**src/rtl/axi4lite_mem_slave.sv**
```systemverilog
// AXI4-Lite slave bridging to a simple synchronous memory port.
// Independent read/write FSMs, fixed read latency, byte strobes, window decode with SLVERR.
module axi4lite_mem_slave #(
    parameter int unsigned ADDR_WIDTH = 32,
    parameter int unsigned DATA_WIDTH = 64,
    parameter int unsigned RD_LAT     = 1,
    parameter logic [ADDR_WIDTH-1:0] BASE_ADDR = ADDR_WIDTH'(32'h8000_0000),
    parameter logic [ADDR_WIDTH-1:0] SIZE      = ADDR_WIDTH'(32'h0800_0000),
    localparam int unsigned MASK_WIDTH = DATA_WIDTH / 8
) (
    input  logic                  iClock,
    input  logic                  iReset,
    input  logic                  pAXI4_ar_valid,
    input  logic [ADDR_WIDTH-1:0] pAXI4_ar_bits_addr,
    output logic                  pAXI4_ar_ready,
    input  logic                  pAXI4_r_ready,
    output logic                  pAXI4_r_valid,
    output logic [DATA_WIDTH-1:0] pAXI4_r_bits_data,
    output logic [1:0]            pAXI4_r_bits_resp,
    input  logic                  pAXI4_aw_valid,
    input  logic [ADDR_WIDTH-1:0] pAXI4_aw_bits_addr,
    output logic                  pAXI4_aw_ready,
    input  logic                  pAXI4_w_valid,
    input  logic [DATA_WIDTH-1:0] pAXI4_w_bits_data,
    input  logic [MASK_WIDTH-1:0] pAXI4_w_bits_strb,
    output logic                  pAXI4_w_ready,
    input  logic                  pAXI4_b_ready,
    output logic                  pAXI4_b_valid,
    output logic [1:0]            pAXI4_b_bits_resp,
    output logic                  oMemRdEn,
    output logic [ADDR_WIDTH-1:0] oMemRdAddr,
    input  logic [DATA_WIDTH-1:0] iMemRdData,
    input  logic [1:0]            iMemRdResp,
    output logic                  oMemWrEn,
    output logic [ADDR_WIDTH-1:0] oMemWrAddr,
    output logic [DATA_WIDTH-1:0] oMemWrData,
    output logic [MASK_WIDTH-1:0] oMemWrMask
);

    localparam int unsigned EXT_W = ADDR_WIDTH + 1;
    localparam logic [EXT_W-1:0] END_ADDR = EXT_W'(BASE_ADDR) + EXT_W'(SIZE);
    localparam logic [3:0] LAST_CNT = 4'(RD_LAT - 1);
    localparam logic [1:0] RESP_OKAY   = 2'b00;
    localparam logic [1:0] RESP_SLVERR = 2'b10;

    // End of window is widened by one bit so BASE_ADDR+SIZE cannot wrap.
    function automatic logic in_window(input logic [ADDR_WIDTH-1:0] a);
        return (a >= BASE_ADDR) && (EXT_W'(a) < END_ADDR);
    endfunction

    typedef enum logic [1:0] {R_IDLE, R_ISSUE, R_WAIT, R_RESP} rd_state_e;
    typedef enum logic [1:0] {W_IDLE, W_MEM, W_RESP} wr_state_e;

    rd_state_e             rd_state_q;
    logic                  ar_ready_q;
    logic                  rd_ok_q;
    logic                  rd_en_q;
    logic [ADDR_WIDTH-1:0] rd_addr_q;
    logic [3:0]            rd_cnt_q;
    logic                  r_valid_q;
    logic [DATA_WIDTH-1:0] r_data_q;
    logic [1:0]            r_resp_q;

    wr_state_e             wr_state_q;
    logic                  aw_ready_q;
    logic                  w_ready_q;
    logic                  wr_ok_q;
    logic                  wr_en_q;
    logic [ADDR_WIDTH-1:0] wr_addr_q;
    logic [DATA_WIDTH-1:0] wr_data_q;
    logic [MASK_WIDTH-1:0] wr_mask_q;
    logic                  b_valid_q;
    logic [1:0]            b_resp_q;

    logic aw_fire;
    logic w_fire;
    logic aw_held;
    logic w_held;

    // Read channel: address capture, memory strobe, latency count, response hold.
    always_ff @(posedge iClock) begin
        if (iReset) begin
            rd_state_q <= R_IDLE;
            ar_ready_q <= 1'b1;
            rd_ok_q    <= 1'b0;
            rd_en_q    <= 1'b0;
            rd_addr_q  <= '0;
            rd_cnt_q   <= '0;
            r_valid_q  <= 1'b0;
            r_data_q   <= '0;
            r_resp_q   <= RESP_OKAY;
        end else begin
            case (rd_state_q)
                R_IDLE: begin
                    if (pAXI4_ar_valid) begin
                        ar_ready_q <= 1'b0;
                        rd_addr_q  <= pAXI4_ar_bits_addr;
                        rd_ok_q    <= in_window(pAXI4_ar_bits_addr);
                        rd_en_q    <= in_window(pAXI4_ar_bits_addr);
                        rd_state_q <= R_ISSUE;
                    end
                end
                R_ISSUE: begin
                    rd_en_q    <= 1'b0;
                    rd_cnt_q   <= '0;
                    rd_state_q <= R_WAIT;
                end
                R_WAIT: begin
                    if (rd_cnt_q == LAST_CNT) begin
                        r_data_q   <= rd_ok_q ? iMemRdData : '0;
                        r_resp_q   <= rd_ok_q ? iMemRdResp : RESP_SLVERR;
                        r_valid_q  <= 1'b1;
                        rd_state_q <= R_RESP;
                    end else begin
                        rd_cnt_q <= rd_cnt_q + 4'd1;
                    end
                end
                R_RESP: begin
                    if (pAXI4_r_ready) begin
                        r_valid_q  <= 1'b0;
                        ar_ready_q <= 1'b1;
                        rd_state_q <= R_IDLE;
                    end
                end
                default: rd_state_q <= R_IDLE;
            endcase
        end
    end

    assign aw_fire = pAXI4_aw_valid & aw_ready_q;
    assign w_fire  = pAXI4_w_valid & w_ready_q;
    assign aw_held = aw_fire | ~aw_ready_q;
    assign w_held  = w_fire | ~w_ready_q;

    // Write channel: AW and W captured independently, then one strobe and a B response.
    always_ff @(posedge iClock) begin
        if (iReset) begin
            wr_state_q <= W_IDLE;
            aw_ready_q <= 1'b1;
            w_ready_q  <= 1'b1;
            wr_ok_q    <= 1'b0;
            wr_en_q    <= 1'b0;
            wr_addr_q  <= '0;
            wr_data_q  <= '0;
            wr_mask_q  <= '0;
            b_valid_q  <= 1'b0;
            b_resp_q   <= RESP_OKAY;
        end else begin
            case (wr_state_q)
                W_IDLE: begin
                    if (aw_fire) begin
                        aw_ready_q <= 1'b0;
                        wr_addr_q  <= pAXI4_aw_bits_addr;
                        wr_ok_q    <= in_window(pAXI4_aw_bits_addr);
                    end
                    if (w_fire) begin
                        w_ready_q <= 1'b0;
                        wr_data_q <= pAXI4_w_bits_data;
                        wr_mask_q <= pAXI4_w_bits_strb;
                    end
                    if (aw_held && w_held) begin
                        wr_en_q    <= aw_fire ? in_window(pAXI4_aw_bits_addr) : wr_ok_q;
                        wr_state_q <= W_MEM;
                    end
                end
                W_MEM: begin
                    wr_en_q    <= 1'b0;
                    b_valid_q  <= 1'b1;
                    b_resp_q   <= wr_ok_q ? RESP_OKAY : RESP_SLVERR;
                    wr_state_q <= W_RESP;
                end
                W_RESP: begin
                    if (pAXI4_b_ready) begin
                        b_valid_q  <= 1'b0;
                        aw_ready_q <= 1'b1;
                        w_ready_q  <= 1'b1;
                        wr_state_q <= W_IDLE;
                    end
                end
                default: wr_state_q <= W_IDLE;
            endcase
        end
    end

    assign pAXI4_ar_ready    = ar_ready_q;
    assign pAXI4_r_valid     = r_valid_q;
    assign pAXI4_r_bits_data = r_data_q;
    assign pAXI4_r_bits_resp = r_resp_q;
    assign pAXI4_aw_ready    = aw_ready_q;
    assign pAXI4_w_ready     = w_ready_q;
    assign pAXI4_b_valid     = b_valid_q;
    assign pAXI4_b_bits_resp = b_resp_q;
    assign oMemRdEn          = rd_en_q;
    assign oMemRdAddr        = rd_addr_q;
    assign oMemWrEn          = wr_en_q;
    assign oMemWrAddr        = wr_addr_q;
    assign oMemWrData        = wr_data_q;
    assign oMemWrMask        = wr_mask_q;

endmodule

```
**config.mk**
```make
export PLATFORM = sky130hd
export DESIGN_NAME = axi4lite_mem_slave
export DESIGN_NICKNAME = d
export VERILOG_FILES = /design/src/rtl/axi4lite_mem_slave.sv
export SDC_FILE = /design/constraint.sdc
export NUM_CORES = 1
export LEC_CHECK = 0
export CORE_AREA = 2 2 162 164
export DETAILED_ROUTE_END_ITERATION = 10
export DIE_AREA = 0 0 164 166
export PLACE_DENSITY = 0.69
export SETUP_SLACK_MARGIN = 0.4
export SLEW_MARGIN = 5
export SYNTH_ARGS = -nofsm -noshare
export SYNTH_HDL_FRONTEND = slang
export SYNTH_SLANG_ARGS = --single-unit
```
**constraint.sdc**
```tcl
create_clock -name iClock -period 1.6 [get_ports iClock]
set_clock_uncertainty 0.05 [all_clocks]
set_input_delay 0.16 -clock iClock [delete_from_list [all_inputs] [get_ports iClock]]
set_output_delay 0.16 -clock iClock [all_outputs]
set_load 0.005 [all_outputs]
```
==> qor.txt, run 1 <==
Status: finished with violations
Failing checks: negative setup slack
Vias/cell: 4.95
Flop-to-flop setup slack: -0.1 ps
CTS Buf Count: 25
Initial DRC count: 461
Grt total ovfl: 0
WP data required: 1980 ps
Worst Setup Slack, final: -0.0959 ps
DRC: 0
Setup crit end: rd_state_q[1]$_SDFFE_PP0P_
Post-Syn Instances: 998
Vias in the first global route: 8114
Crit-path max cell delay: 410 ps
Slew margin rel.: 53.8%
Cell variety after synth: 40
Worst path slowest cell: or3b_4
CTS tree: built
Hpwl dp: 19100 microns
Share of the yosys chip area belonging to registers: 54.6%
Routed WL: 35100 microns
First-pass GRT wire length: 42800 microns
DRT Pass-1 Iters: 4
Core box area: 25600 sq um
Max clock buf depth: 3
Total number of vias: 9103
Total power: 18.3 mW
Arr. time, crit path: 1980 ps
Avg Inst Size Synth: 8.09 sq um
Clk slew on worst S/H paths: 60 ps
Fillers: 2012
# diodes: 0
Clock Sinks: 220
Setup tns final: -0.0959 ps
Startpoint class of the critical path: register
Max-slew violations: 0
Critical path peak fanout: 3
Post-route minimum period: 1600 ps
Ports: 420
Site Rows: 59
Period utilisation layout: 100%
Crit Path Class: reg2reg
H-tree depth: 1
Number of routed nets with antenna violations: 0
Final core occ: 63.4%
Yosys reg bits: 220
Share of layout cells above drive strength 1: 55.5%
RSZ-0062 raised after global routing: yes
Clock root buffer master: clkbuf_16
Layout Nets: 1701
Maximum vdd drop: 0.876 mV
Yosys warnings: 0
Final hold vios: 0
Achievable Freq: 0.625 GHz
Wirelength per Cell: 19.1 microns
LEAKAGE: 6.73 nW
Syn_nets: 1213
Clock Latency Late Sink: 520 ps
Initial antenna violation count: 0
Die Height: 166 microns
Crit path launch: rd_cnt_q[1]$_SDFFE_PP0P_
Worst R2R Start: rd_cnt_q[1]$_SDFFE_PP0P_
Initial cell density of the core: 31.5%
I/O Buffers: 418
Pre-CTS setup slack: -113 ps
Worst reg-to-reg path cell count: 5
Pwr dens: 1130 nW/um^2
Mapped Area: 8070 sq um
Area Growth Syn to Fin: 101%
Hold Crit Class: in2reg
Max Cap Viol: 0
RePlAce Congestion: 0.786
FF-to-FF End: rd_state_q[1]$_SDFFE_PP0P_
Final setup violation count: 1
Slew @ Worst Pin: 694 ps
CP cell instances: inv_2 -> ha_4 -> or3b_4 -> a221oi_4 -> mux2i_1
Pin count of the biggest net entering global routing: 73
DIE WIDTH: 164 microns
Crit end category: register
DIE AREA: 27200 sq um
Gr usage total: 19.2%
==> state kept, by name, indices dropped and copies added (netlist names), 2 cells and up <==
register,cells
wr_state_q,2
rd_cnt_q,4
pAXI4_r_bits_data,64
oMemWrData,64
oMemWrMask,8
oMemRdAddr,32
oMemWrAddr,32
pAXI4_r_bits_resp,2
rd_state_q,2
==> synthesized netlist by cell type (all sizes together) <==
library cell | n | area (sq um)
nand2 | 342 | 1280
dfxtp | 220 | 4400
a21oi | 214 | 1070
nand3 | 68 | 340
buf | 44 | 287
clkbuf | 37 | 139
nand2b | 10 | 62.6
nor2 | 9 | 33.8
ha | 6 | 75.1
inv | 6 | 22.5
nor2b | 4 | 25.0
o21ai | 4 | 20.0
and4bb | 3 | 37.5
nand4bb | 3 | 33.8
nor3 | 3 | 15.0
o21bai | 3 | 22.5
a221oi | 2 | 35.0
a311oi | 2 | 17.5
nor3b | 2 | 15.0
a211oi | 1 | 7.51
a31oi | 1 | 6.26
a41oi | 1 | 8.76
and2 | 1 | 6.26
and3 | 1 | 6.26
conb | 1 | 3.75
mux2i | 1 | 10.0
nand3b | 1 | 7.51
nand4 | 1 | 6.26
nand4b | 1 | 8.76
nor4 | 1 | 6.26
nor4b | 1 | 15.0
o21a | 1 | 7.51
o21ba | 1 | 10.0
or3b | 1 | 8.76
or4b | 1 | 10.0
==> worst min path at each step <==
stage,from,to,slack (ps),cells past startpoint
floorplan,pAXI4_r_ready,pAXI4_r_valid$_SDFFE_PP0P_,230,1
global placement,pAXI4_r_bits_data[4]$_SDFFE_PP0P_,pAXI4_r_bits_data[4]$_SDFFE_PP0P_,390,2
detailed placement,pAXI4_r_bits_data[52]$_SDFFE_PP0P_,pAXI4_r_bits_data[52]$_SDFFE_PP0P_,390,2
CTS,iReset,pAXI4_b_bits_resp[1]$_SDFFE_PP0P_,40,2
global route,iReset,oMemWrData[27]$_SDFFE_PP0P_,110,2
finish,iReset,oMemWrData[0]$_SDFFE_PP0P_,90,2
==> final cells by class <==
class | instances | area (sq um) | share of cell area [%]
sequential | 220 | 4630 | 28.5
clock buffer | 37 | 761 | 4.69
multi-input combinational | 693 | 5010 | 30.9
inverter | 6 | 27.5 | 0.170
tap | 335 | 419 | 2.58
clock inverter | 8 | 51.3 | 0.316
timing repair buffer | 540 | 5340 | 32.9
==> critical path: cells and delay by family, from the launching register on <==
kind                     cells  cell delay (ps)
AO/OA/AOI/OAI                1              270
adder cells (fa/ha/maj)      1              130
buffers and inverters        1               60
flip-flops                   1              340
multiplexers                 1              240
AND/OR/NAND/NOR              1              410
==> repair_timing <==
| item | in CTS | in global routing |
|---|---|---|
| buffers inserted | 18 | 21 |
| endpoints found under the setup margin | 423 | 326 |
| hold buffers | 0 | 0 |
| gates cloned | 2 | 40 |
| gates resized for setup | 921 | 458 |
| pin swaps | 12 | 238 |
==> kinds of logic (layout without fill, tap and decap cells) <==
logic type / after synthesis / in the layout / share of synthesized area [%]
AND/OR/NAND/NOR: 453 / 455 / 23.8
AO/OA/AOI/OAI: 230 / 230 / 14.9
flip-flops: 220 / 220 / 54.6
buffers and inverters: 87 / 591 / 5.55
adder cells (fa/ha/maj): 6 / 6 / 0.930
other: 1 / 1 / 0.0465
multiplexers: 1 / 1 / 0.124
==> layer usage <==
| layer | up-vias | part of all wire (%) | GRT usage (%) | routed length [microns] |
|---|---|---|---|---|
| met5 | - | 0 | 0 | 0 |
| met4 | 0 | 3.2 | 7.21 | 1130 |
| met3 | 75 | 8.3 | 5.12 | 2930 |
| met2 | 375 | 49 | 32.6 | 17200 |
| met1 | 4354 | 40 | 23.0 | 13900 |
| li1 | 4299 | - | - | - |
==> power by group <==
group          leakage [nW]  internal (mW)  total [mW]  switching (mW)
Sequential             1.87           5.97        6.28           0.309
Clock                 0.402           3.29        5.65            2.36
Combinational          4.46           3.32        6.34            3.02
==> cells in the final DEF, fill, tap and decap left out, drive strengths merged, types with 2 or more instances in the layout <==
master / instances
nor3: 3
o21bai: 3
buf: 267
nand2: 342
a311oi: 2
o21ai: 4
ha: 6
clkdlybuf4s50: 207
nor3b: 2
a21oi: 214
nand3: 68
nor2: 9
nand2b: 10
a221oi: 2
inv: 7
dfxtp: 220
clkinvlp: 2
nand4bb: 5
nor2b: 4
clkinv: 5
dlygate4sd2: 42
and4bb: 3
clkbuf: 61
==> per-stage QoR <==
stage	cells	hold WS, ps	cell area, sq um
after floorplan	998	226	8240
after global placement	1713	387	12900
after detailed placement	1713	392	12900
after CTS	1778	43.8	13500
after global routing	1839	106	16200
final	1839	90.0	16200
Note: power is estimated with default switching activity, not from simulation.
==> run 2, diff against run 1 <==
--- a/config.mk
+++ b/config.mk
@@ -5,10 +5,12 @@
 export SDC_FILE = /design/constraint.sdc
 export NUM_CORES = 1
 export LEC_CHECK = 0
-export CORE_AREA = 2 2 162 164
+export CELL_PAD_IN_SITES_DETAIL_PLACEMENT = 1
+export CELL_PAD_IN_SITES_GLOBAL_PLACEMENT = 1
+export CORE_MARGIN = 2
+export CORE_UTILIZATION = 27
 export DETAILED_ROUTE_END_ITERATION = 10
-export DIE_AREA = 0 0 164 166
-export PLACE_DENSITY = 0.69
+export PLACE_DENSITY_LB_ADDON = 0.1
 export SETUP_SLACK_MARGIN = 0.4
 export SLEW_MARGIN = 5
 export SYNTH_ARGS = -nofsm -noshare
==> constraint.sdc (replaced) <==
create_clock -name iClock -period 1.8 [get_ports iClock]
set_clock_uncertainty 0.05 [all_clocks]
set_input_delay 0.18 -clock iClock [delete_from_list [all_inputs] [get_ports iClock]]
set_output_delay 0.18 -clock iClock [all_outputs]
set_load 0.005 [all_outputs]
==> qor.txt, run 2 (synthesis gave the netlist of run 1 again) <==
Status: completed
CTS Buf Count: 26 (+4.0%)
H-tree depth: 1 (unchanged)
Clock root buffer master: clkbuf_16
Site Rows: 63 (+6.8%)
Number of routed nets with antenna violations: 0 (unchanged)
Clock Latency Late Sink: 530 ps (about the same)
Hpwl dp: 21800 microns (+14%)
Max-slew violations: 0 (unchanged)
Grt total ovfl: 0 (unchanged)
Crit Path Class: reg2reg
Maximum vdd drop: 0.624 mV (-29%)
Crit end category: register
HP Start: pAXI4_aw_bits_addr[13]
Final hold vios: 0 (unchanged)
Routed WL: 34700 microns (-1.1%)
Arr. time, crit path: 1990 ps (about the same)
Total number of vias: 8731 (-4.1%)
Initial DRC count: 268 (-42%)
FF-to-FF End: pAXI4_r_bits_data[21]$_SDFFE_PP0P_
Final setup violation count: 0 (-1)
Max clock buf depth: 3 (unchanged)
Int Power: 11.5 mW (-8.6%)
Core box area: 29600 sq um (+15%)
CTS tree: built
Clock Sinks: 220 (unchanged)
Reg power frac: 33.7% (-0.7 points)
Setup tns final: 0 ps (+0.0959 ps)
Worst Hold End: oMemWrAddr[13]$_SDFFE_PP0P_
Clk slew on worst S/H paths: 60 ps (about the same)
Hold path cells: 3 (+1)
Most frequent cells in the layout: nand2_1, clkdlybuf4s50_1, dfxtp_1, a21oi_1, dlygate4sd2_1
Clock network power share: 34.7% (+3.8 points)
Flop-to-flop setup slack: 210 ps (+210 ps)
Worst reg-to-reg path cell count: 8 (+3)
Critical path peak fanout: 7 (+4)
Total power: 16.2 mW (-11%)
Switching share of power: 28.9% (-2.2 points)
Post-route minimum period: 1590 ps (-13.3 ps)
Worst R2R Start: rd_cnt_q[0]$_SDFFE_PP0P_
Die Height: 177 microns (+6.6%)
DIE WIDTH: 177 microns (+7.9%)
Vias in the first global route: 8709 (+7.3%)
RePlAce Congestion: 0.765 (-2.6%)
I/O Buffers: 418 (unchanged)
Pin count of the biggest net entering global routing: 68 (-6.8%)
Max Cap Viol: 0 (unchanged)
WP data required: 2210 ps (+230 ps)
Layout Nets: 1658 (-2.5%)
Fillers: 3404 (+69%)
Gr usage total: 20.4% (+1.3 points)
Period utilisation layout: 88.2% (-12 points)
Initial cell density of the core: 27.3% (-4.2 points)
Hold Crit Class: in2reg
Net Switching: 4.68 mW (-18%)
Vias/cell: 4.71 (-4.8%)
Pwr dens: 1090 nW/um^2 (-2.9%)
DIE AREA: 31300 sq um (+15%)
Share of layout cells above drive strength 1: 17.6% (-38 points)
Wirelength per Cell: 18.7 microns (-1.8%)
Achievable Freq: 0.630 GHz (+0.84%)
LEAKAGE: 6.01 nW (-11%)
DRC: 0 (unchanged)
Initial antenna violation count: 1 (+1)
First-pass GRT wire length: 50100 microns (+17%)
Power share of the combinational group: 31.6% (-3.1 points)
RSZ-0062 raised after global routing: yes
Commonest non-fill, non-tap cell in the layout: nand2_1
Startpoint class of the critical path: register
DRT Pass-1 Iters: 4 (unchanged)
Ports: 420 (unchanged)
Area Growth Syn to Fin: 83.5%
## run 2: cell types whose count changed in the layout (fill, tap and decap cells not counted), moves of 100 or more
cell           delta
a21oi_2         -106
dfxtp_1         +147
dlygate4sd2_1   +100
buf_2           -143
nand2_1         +102
dfxtp_2         -147
a21oi_1         +106
## run 2: metrics by stage
stage               area [sq um]  setup slack [ps]  hold WS (ps)  std cells  util (%)
finish                     14800               213           145       1852      50.1
global placement           12700              49.7           388       1753      43.0
detailed placement         12700              37.5           397       1753      43.0
global route               14800               121           139       1852      50.1
CTS                        14300               210           117       1835      48.2
floorplan                   8110               322           246        998         -
## run 2: how the worst max path moves through the flow
stage / start / endpoint / slack (ps) / depth (start not counted)
5_1_grt: rd_cnt_q[0]$_SDFFE_PP0P_ / pAXI4_r_bits_data[21]$_SDFFE_PP0P_ / 120 / 8
3_5_place_dp: pAXI4_ar_bits_addr[27] / oMemRdEn$_SDFFE_PP0P_ / 40 / 4
3_3_place_gp: pAXI4_ar_bits_addr[27] / oMemRdEn$_SDFFE_PP0P_ / 50 / 4
2_1_floorplan: rd_cnt_q[0]$_SDFFE_PP0P_ / rd_state_q[1]$_SDFFE_PP0P_ / 320 / 5
4_1_cts: pAXI4_aw_ready$_SDFFE_PP1P_ / pAXI4_aw_ready / 210 / 1
6_report: rd_cnt_q[0]$_SDFFE_PP0P_ / pAXI4_r_bits_data[21]$_SDFFE_PP0P_ / 210 / 8
## run 2: worst max-delay path, stage by stage (launching register included)
cell and delay (ps):
dfxtp_2 320, inv_2 70, ha_4 150, and4bb_4 280, buf_8 140, buf_12 110
buf_16 120, nand3_1 100, a21oi_2 160
## run 2: what timing repair did
item / 4_1_cts / 5_1_grt
pin swaps: 35 / 39
hold buffers: 1 / 0
resized for setup: 317 / 150
endpoints found under the hold margin: 24 / 0
cloned: 13 / 10
endpoints found under the setup margin: 368 / 260
setup buffers: 22 / 6
## run 2: power groups by stage
stage / Combinational [mW] / Sequential (mW) / Clock, mW
6_report: 5.12 / 5.45 / 5.61
3_5_place_dp: 3.24 / 5.56 / 0
3_3_place_gp: 3.23 / 5.54 / 0
4_1_cts: 4.53 / 5.45 / 5.77
2_1_floorplan: 1.48 / 5.57 / 0
5_1_grt: 5.48 / 5.51 / 5.96
## run 2: cell type report
| type | count | area (sq um) | share of cell area (%) |
|---|---|---|---|
| multi-input cells | 691 | 3670 | 24.8 |
| clock inverters | 6 | 108 | 0.727 |
| flip-flops and latches | 220 | 4440 | 30.0 |
| repair buffers | 498 | 5270 | 35.6 |
| clock buffers | 40 | 805 | 5.43 |
| diodes | 1 | 2.50 | 0.0169 |
| well taps | 390 | 488 | 3.30 |
| inverters | 6 | 22.5 | 0.152 |
## run 2: layer usage
layer	global-route usage, %	up-vias	wire (microns)
li1	-	4197	-
met2	35.4	294	17000
met5	0	-	0
met4	6.47	0	940
met1	23.3	4186	13700
met3	7.41	54	3070
